<file path="src/rtl/alu_mbyte_pkg.sv">
// alu_mbyte_pkg: shared definitions for the multi-byte ALU sequencer.
//   - op encodings presented on the request interface and driven to the ALU
//   - sequencer state enum
//   - bit positions inside the 3-bit C/Z/N flag vector
package alu_mbyte_pkg;

  localparam logic [1:0] OP_ADD = 2'b00;
  localparam logic [1:0] OP_AND = 2'b01;
  localparam logic [1:0] OP_OR  = 2'b10;
  localparam logic [1:0] OP_SUB = 2'b11;

  typedef enum logic [1:0] {
    IDLE = 2'd0,
    RUN  = 2'd1,
    DONE = 2'd2
  } state_t;

  localparam int FLAG_C = 0;
  localparam int FLAG_Z = 1;
  localparam int FLAG_N = 2;

endpackage

</file>
<file path="src/rtl/alu_mbyte_idx.sv">
// alu_mbyte_idx: byte-index counter for the multi-byte sequencer.
// Ports:
//   clk, rst : clock (rising edge), asynchronous active-high reset
//   clr      : synchronous clear to 0 (wins over en)
//   en       : advance by one; wraps to 0 after the terminal count
//   idx      : current byte index
//   tc       : high while idx == NBYTES-1
module alu_mbyte_idx #(
  parameter int NBYTES = 4,
  parameter int IDXW   = $clog2(NBYTES)
) (
  input  logic            clk,
  input  logic            rst,
  input  logic            clr,
  input  logic            en,
  output logic [IDXW-1:0] idx,
  output logic            tc
);

  logic [IDXW-1:0] idx_reg;

  assign tc  = (idx_reg == IDXW'(NBYTES - 1));
  assign idx = idx_reg;

  always_ff @(posedge clk or posedge rst) begin
    if (rst) begin
      idx_reg <= '0;
    end else if (clr) begin
      idx_reg <= '0;
    end else if (en) begin
      idx_reg <= tc ? '0 : idx_reg + 1'b1;
    end
  end

endmodule

</file>
<file path="src/rtl/alu_mbyte_seq.sv">
// alu_mbyte_seq: runs NBYTES-wide ADD/AND/OR (and optionally SUB) on an
// external 8-bit combinational ALU, one byte per cycle, LSB first.
// Optional feature macro: ALU_MBYTE_SUB_EN (op 11 = SUB; otherwise illegal).
// Ports:
//   clk, rst           : clock, asynchronous active-high reset
//   start/ready        : request handshake (accept = start & ready)
//   op, a, b, cin      : operation, operands, byte-0 carry-in (ADD only)
//   done, err          : one-cycle completion pulse, illegal-op flag
//   result, czn        : wide result and {N,Z,C}, held until next accept
//   alu_a/b/op/c, alu_busy : drive to the shared ALU, busy while owned
//   alu_result, alu_czn    : ALU outputs (only carry bit of czn is used)
module alu_mbyte_seq
  import alu_mbyte_pkg::*;
#(
  parameter int NBYTES = 4,
  parameter int IDXW   = $clog2(NBYTES)
) (
  input  logic                clk,
  input  logic                rst,
  input  logic                start,
  output logic                ready,
  input  logic [1:0]          op,
  input  logic [8*NBYTES-1:0] a,
  input  logic [8*NBYTES-1:0] b,
  input  logic                cin,
  output logic                done,
  output logic                err,
  output logic [8*NBYTES-1:0] result,
  output logic [2:0]          czn,
  output logic [7:0]          alu_a,
  output logic [7:0]          alu_b,
  output logic [1:0]          alu_op,
  output logic                alu_c,
  output logic                alu_busy,
  input  logic [7:0]          alu_result,
  input  logic [2:0]          alu_czn
);

  localparam int W = 8 * NBYTES;

  state_t          state_reg, state_next;
  logic [W-1:0]    a_reg, b_reg, result_reg, result_next;
  logic [1:0]      op_reg;
  logic            cr_reg;
  logic [2:0]      czn_reg, flag_next;
  logic            err_reg;
  logic [IDXW-1:0] idx;
  logic            tc;
  logic            accept, legal, is_sub, running, is_add;
  logic [7:0]      a_byte [NBYTES];
  logic [7:0]      b_byte [NBYTES];

`ifdef ALU_MBYTE_SUB_EN
  assign is_sub = (op == OP_SUB);
  assign legal  = 1'b1;
`else
  assign is_sub = 1'b0;
  assign legal  = (op != OP_SUB);
`endif

  assign ready   = (state_reg != RUN);
  assign accept  = start && ready;
  assign running = (state_reg == RUN);
  // SUB is latched as ADD of ~b with carry-in 1, so is_add covers both.
  assign is_add  = (op_reg == OP_ADD);

  alu_mbyte_idx #(.NBYTES(NBYTES), .IDXW(IDXW)) u_idx (
    .clk (clk),
    .rst (rst),
    .clr (accept),
    .en  (running),
    .idx (idx),
    .tc  (tc)
  );

  // Byte views of the latched operands and the result with the current
  // ALU byte merged in; flags on the last byte are taken from the merge.
  for (genvar gi = 0; gi < NBYTES; gi++) begin : g_byte
    assign a_byte[gi] = a_reg[8*gi +: 8];
    assign b_byte[gi] = b_reg[8*gi +: 8];
    assign result_next[8*gi +: 8] = (running && idx == IDXW'(gi)) ? alu_result
                                                                  : result_reg[8*gi +: 8];
  end

  always_comb begin
    flag_next         = '0;
    flag_next[FLAG_C] = is_add ? alu_czn[0] : 1'b0;
    flag_next[FLAG_Z] = (result_next == '0);
    flag_next[FLAG_N] = result_next[W-1];
  end

  always_ff @(posedge clk or posedge rst) begin
    if (rst) begin
      state_reg <= IDLE;
    end else begin
      state_reg <= state_next;
    end
  end

  always_comb begin
    state_next = state_reg;
    done       = 1'b0;
    alu_a      = 8'h00;
    alu_b      = 8'h00;
    alu_op     = 2'b00;
    alu_c      = 1'b0;
    alu_busy   = 1'b0;
    case (state_reg)
      RUN: begin
        alu_a    = a_byte[idx];
        alu_b    = b_byte[idx];
        alu_op   = op_reg;
        alu_c    = is_add ? cr_reg : 1'b0;
        alu_busy = 1'b1;
        if (tc) state_next = DONE;
      end
      DONE: begin
        done = 1'b1;
        if (accept) state_next = legal ? RUN : DONE;
        else        state_next = IDLE;
      end
      default: begin
        if (accept) state_next = legal ? RUN : DONE;
      end
    endcase
  end

  always_ff @(posedge clk or posedge rst) begin
    if (rst) begin
      a_reg      <= '0;
      b_reg      <= '0;
      op_reg     <= OP_ADD;
      cr_reg     <= 1'b0;
      result_reg <= '0;
      czn_reg    <= '0;
      err_reg    <= 1'b0;
    end else if (accept) begin
      a_reg      <= a;
      result_reg <= '0;
      czn_reg    <= '0;
      err_reg    <= !legal;
      if (is_sub) begin
        b_reg  <= ~b;
        op_reg <= OP_ADD;
        cr_reg <= 1'b1;
      end else begin
        b_reg  <= b;
        op_reg <= op;
        cr_reg <= (op == OP_ADD) ? cin : 1'b0;
      end
    end else if (running) begin
      result_reg <= result_next;
      if (is_add) cr_reg <= alu_czn[0];
      if (tc) czn_reg <= flag_next;
    end
  end

  assign result = result_reg;
  assign czn    = czn_reg;
  assign err    = err_reg;

endmodule

</file>
<file path="config.mk">
export PLATFORM = sky130hd
export DESIGN_NAME = alu_mbyte_seq
export DESIGN_NICKNAME = d
export VERILOG_FILES = /design/src/rtl/alu_mbyte_pkg.sv /design/src/rtl/alu_mbyte_idx.sv /design/src/rtl/alu_mbyte_seq.sv
export SDC_FILE = /design/constraint.sdc
export NUM_CORES = 1
export LEC_CHECK = 0
export BUFFER_PORTS_ARGS = -buffer_cell sky130_fd_sc_hd__buf_4
export CAP_MARGIN = 20
export CELL_PAD_IN_SITES_DETAIL_PLACEMENT = 1
export CELL_PAD_IN_SITES_GLOBAL_PLACEMENT = 1
export CORE_ASPECT_RATIO = 2
export CORE_UTILIZATION = 35
export DETAILED_ROUTE_END_ITERATION = 8
export PLACE_DENSITY = 0.76
export SETUP_SLACK_MARGIN = 0.15
export SLEW_MARGIN = 10
export SYNTH_ARGS = -nofsm -noshare
export SYNTH_HDL_FRONTEND = slang
export SYNTH_SLANG_ARGS = --single-unit
export TNS_END_PERCENT = 1
</file>
<file path="constraint.sdc">
create_clock -name clk -period 3.8 [get_ports clk]
set_input_delay 0.19 -clock clk [delete_from_list [all_inputs] [get_ports clk]]
set_output_delay 0.19 -clock clk [all_outputs]
set_load 0.02 [all_outputs]
</file>
==> metrics <==
max_cap viols=0; headroom to the max-slew limit=0.474; Final setup violation count=0; initial antenna violation count=0; maximum ir drop on the vdd rail=0.000295 V; hold path cells=3; flop-to-flop setup slack=1.21 ns; power dissipated by switching net loads=1.73 mW; drt wl/cell=17.4 µm; Clock power frac=0.213; setup skew after layout=0.00609 ns; Worst Max-Slew Pin Slew=0.787 ns; Cell Count Post-Placement=843; Routability Congestion=0.834; crit path capture type=register; Peak Freq=386 MHz; die extent in y=171 µm; crit path DAT=2.83 ns; most common flop cell mapped by yosys=dfrtp_1; EDFF count, synth=0; non-filler cells in the finished layout=859; overall power of the completed layout=4.64 mW; Synthesized Nets=626; Gates resized, CTS repair=0; initial detailed-routing violation count=127; level count of the clock H-tree=3; TritonCTS clock tree=done; portion of the post-synthesis area used by sequential elements=0.533; total CTS buffers=9; net switching share of the total power=0.374; Worst-path clk slew=0.07 ns; startpoint of the worst-slack reg-to-reg timing path=u_idx.idx[1]$_DFFE_PP0P_; Crit Reg-Reg Endpoint=czn[1]$_DFFE_PP0P_; Starting Density=0.360; highest-delay cell along the critical path=dfrtp_1; number of nets with antenna violations after routing=0; diode insertion count for antenna repair=0; min Tclk post-route=2.59 ns; cell breakdown of the critical path=buf_4 -> inv_1 -> ha_1 -> nand2_1 -> nand3_1 -> a211oi_1 -> nand4_1 -> o31ai_2; leakage power figure=3.37 nW; largest net degree at the start of global routing=43; critical path start-end classification=reg -> reg; Final Hold Violating Endpoints=0; delay of the slowest critical-path stage=0.71 ns; synth warn=0; Boundary Pins=139; die outline width=86.7 µm; destination of the worst hold path=b_reg[30]$_DFFE_PP0N_; Non-Filler Cell Area, Final=0.00657 mm²; area share of the largest cell type after synthesis=0.533; clock buffer depth=2; Min-Delay Startpoint=b[30]; crit path launch=u_idx.idx[1]$_DFFE_PP0P_; Worst-Skew Late Latency=0.34 ns; number of iterations in the first detailed-routing pass=4; Req. time, crit path=4.05 ns; HPWL after detailed placement=11300 µm; clock tree sinks=107; count of pins over their slew limit=0; worst-path maximum fanout=11; Placement Rows=61; die area=0.0149 mm²; pwr dens=706 mW/mm²; placed instance area=0.00624 mm²; outcome=finished, final reports clean; Cell Area, Synth=0.00502 mm²; share of synthesized registers carrying an async set or reset=1.00; register share of total power=0.376; wire length of the first global-routing pass=24300 µm; Vias=4370; average vias per placed instance=5.09; share of total power in combinational logic=0.410; global route total overflow=0; GRT Util Overall=0.215; Root Driver=clkbuf_16; setup repair after global routing missed its margin=false; fraction of layout instances using a drive strength above 1=0.273; Layout Nets=755; largest area contributor in the synthesized netlist=dfrtp_1; Worst Setup Start Kind=register; Int Power=2.90 mW; Final period util=0.681; top post-synthesis cells by area=dfrtp_1, nand2_1, mux4_2, a22o_1, a21oi_1; core region area=0.0140 mm²; Hold Crit Class=in -> reg; via count of the first global-routing pass=4901; post-synthesis average cell area=9.34 µm²; number of cell instances on the worst register-to-register path=8; port buffer count=136; count of unresolved DRC violations after routing=0; number of instances in the synthesized netlist=538; post-synthesis to final-layout area growth=30.8%; Synth cell types=37; Final TNS setup=0 ns; WL final=14900 µm; register bit count reported by yosys=107
## per-stage QoR
| stage | hold WS, ns | util | setup WS, ns |
|---|---|---|---|
| finish | 0.0362 | 0.470 | 1.21 |
| floorplan | 0.295 | - | 0.793 |
| global route | 0.0319 | 0.470 | 0.989 |
| CTS | 0.0238 | 0.470 | 1.19 |
| global placement | 0.268 | 0.446 | 1.34 |
| detailed placement | 0.278 | 0.446 | 1.24 |
## cell families (layout without fill, tap and decap cells)
logic type	count (synthesis)	after routing	synth area share
DFF	107	107	0.533
buffers and inverters	40	172	0.0339
and+or+nand+nor	296	296	0.241
adders and majority gates	7	7	0.0174
AOI/OAI and AO/OA	70	70	0.0991
muxes	18	18	0.0760
## critical path: cells and delay by family, from the launching register on
| family | cells | cell delay (ns) |
|---|---|---|
| AOI/OAI and AO/OA | 2 | 0.56 |
| adders and majority gates | 1 | 0.22 |
| buffers and inverters | 2 | 0.42 |
| DFF | 1 | 0.71 |
| and+or+nand+nor | 3 | 0.59 |
## per-layer routing
| metal | track usage | vias to the layer above | routed length, µm |
|---|---|---|---|
| li1 | - | 2030 | - |
| met1 | 0.231 | 2157 | 5530 |
| met2 | 0.393 | 144 | 8090 |
| met3 | 0.0326 | 39 | 629 |
| met4 | 0.119 | 0 | 688 |
| met5 | 0 | - | 0 |
## worst max-delay path by stage
stage / to / cells after the start
6_report: czn[1]$_DFFE_PP0P_ / 8
5_1_grt: a_reg[22]$_DFFE_PP0N_ / 8
4_1_cts: a_reg[1]$_DFFE_PP0N_ / 8
3_5_place_dp: a_reg[22]$_DFFE_PP0N_ / 8
3_3_place_gp: czn[1]$_DFFE_PP0P_ / 8
2_1_floorplan: a_reg[0]$_DFFE_PP0N_ / 1
## cell usage in the layout, fill, tap and decap left out, types with 2 or more instances in the layout
cell       synthesis  layout
nor2b_1            3       2
mux4_2            16      16
nand2_1          244     243
and2_1            19      19
nor2_1            11      11
ha_1               7       7
inv_1              9       8
nor3_1             4       4
dfrtp_1          107     107
a21oi_1           24      24
clkbuf_16          0       9
nand3_1            3       3
nor4_1             6       6
or3_1              2       2
o21ai_0            4       4
buf_4              0     147
a22o_1            31      31
bufinv_16          0       2
## what timing repair did
item,in CTS,in global routing
buffers inserted,0,0
endpoints found under the hold margin,40,0
hold buffers,1,0
## area by class of cell
type | instances | area, µm²
fillers | 1659 | 7400
flip-flops and latches | 107 | 2680
inverters | 10 | 40.0
repair buffers | 148 | 1110
well taps | 189 | 236
clock inverters | 4 | 76.3
clock buffers | 10 | 239
multi-input cells | 391 | 2190
## synth_stat cells (2+ instances only)
library cell / count
buf_2: 4
inv_1: 9
a21oi_1: 24
nor2_1: 11
dfrtp_1: 107
mux4_2: 16
nand2_1: 244
a22o_1: 31
buf_1: 2
nand3_1: 3
ha_1: 7
clkbuf_1: 22
nor2b_1: 3
buf_6: 2
nor4_1: 6
nor3_1: 4
and2_1: 19
o21ai_0: 4
or3_1: 2
## power groups by stage
stage	registers (mW)	clock network [mW]	logic (mW)
finish	1.75	0.990	1.90
global route	1.80	1.06	2.10
CTS	1.75	1.03	1.93
detailed placement	1.77	0	1.92
global placement	1.73	0	1.84
floorplan	1.75	0	1.22
(Power assumes the default switching activity.)
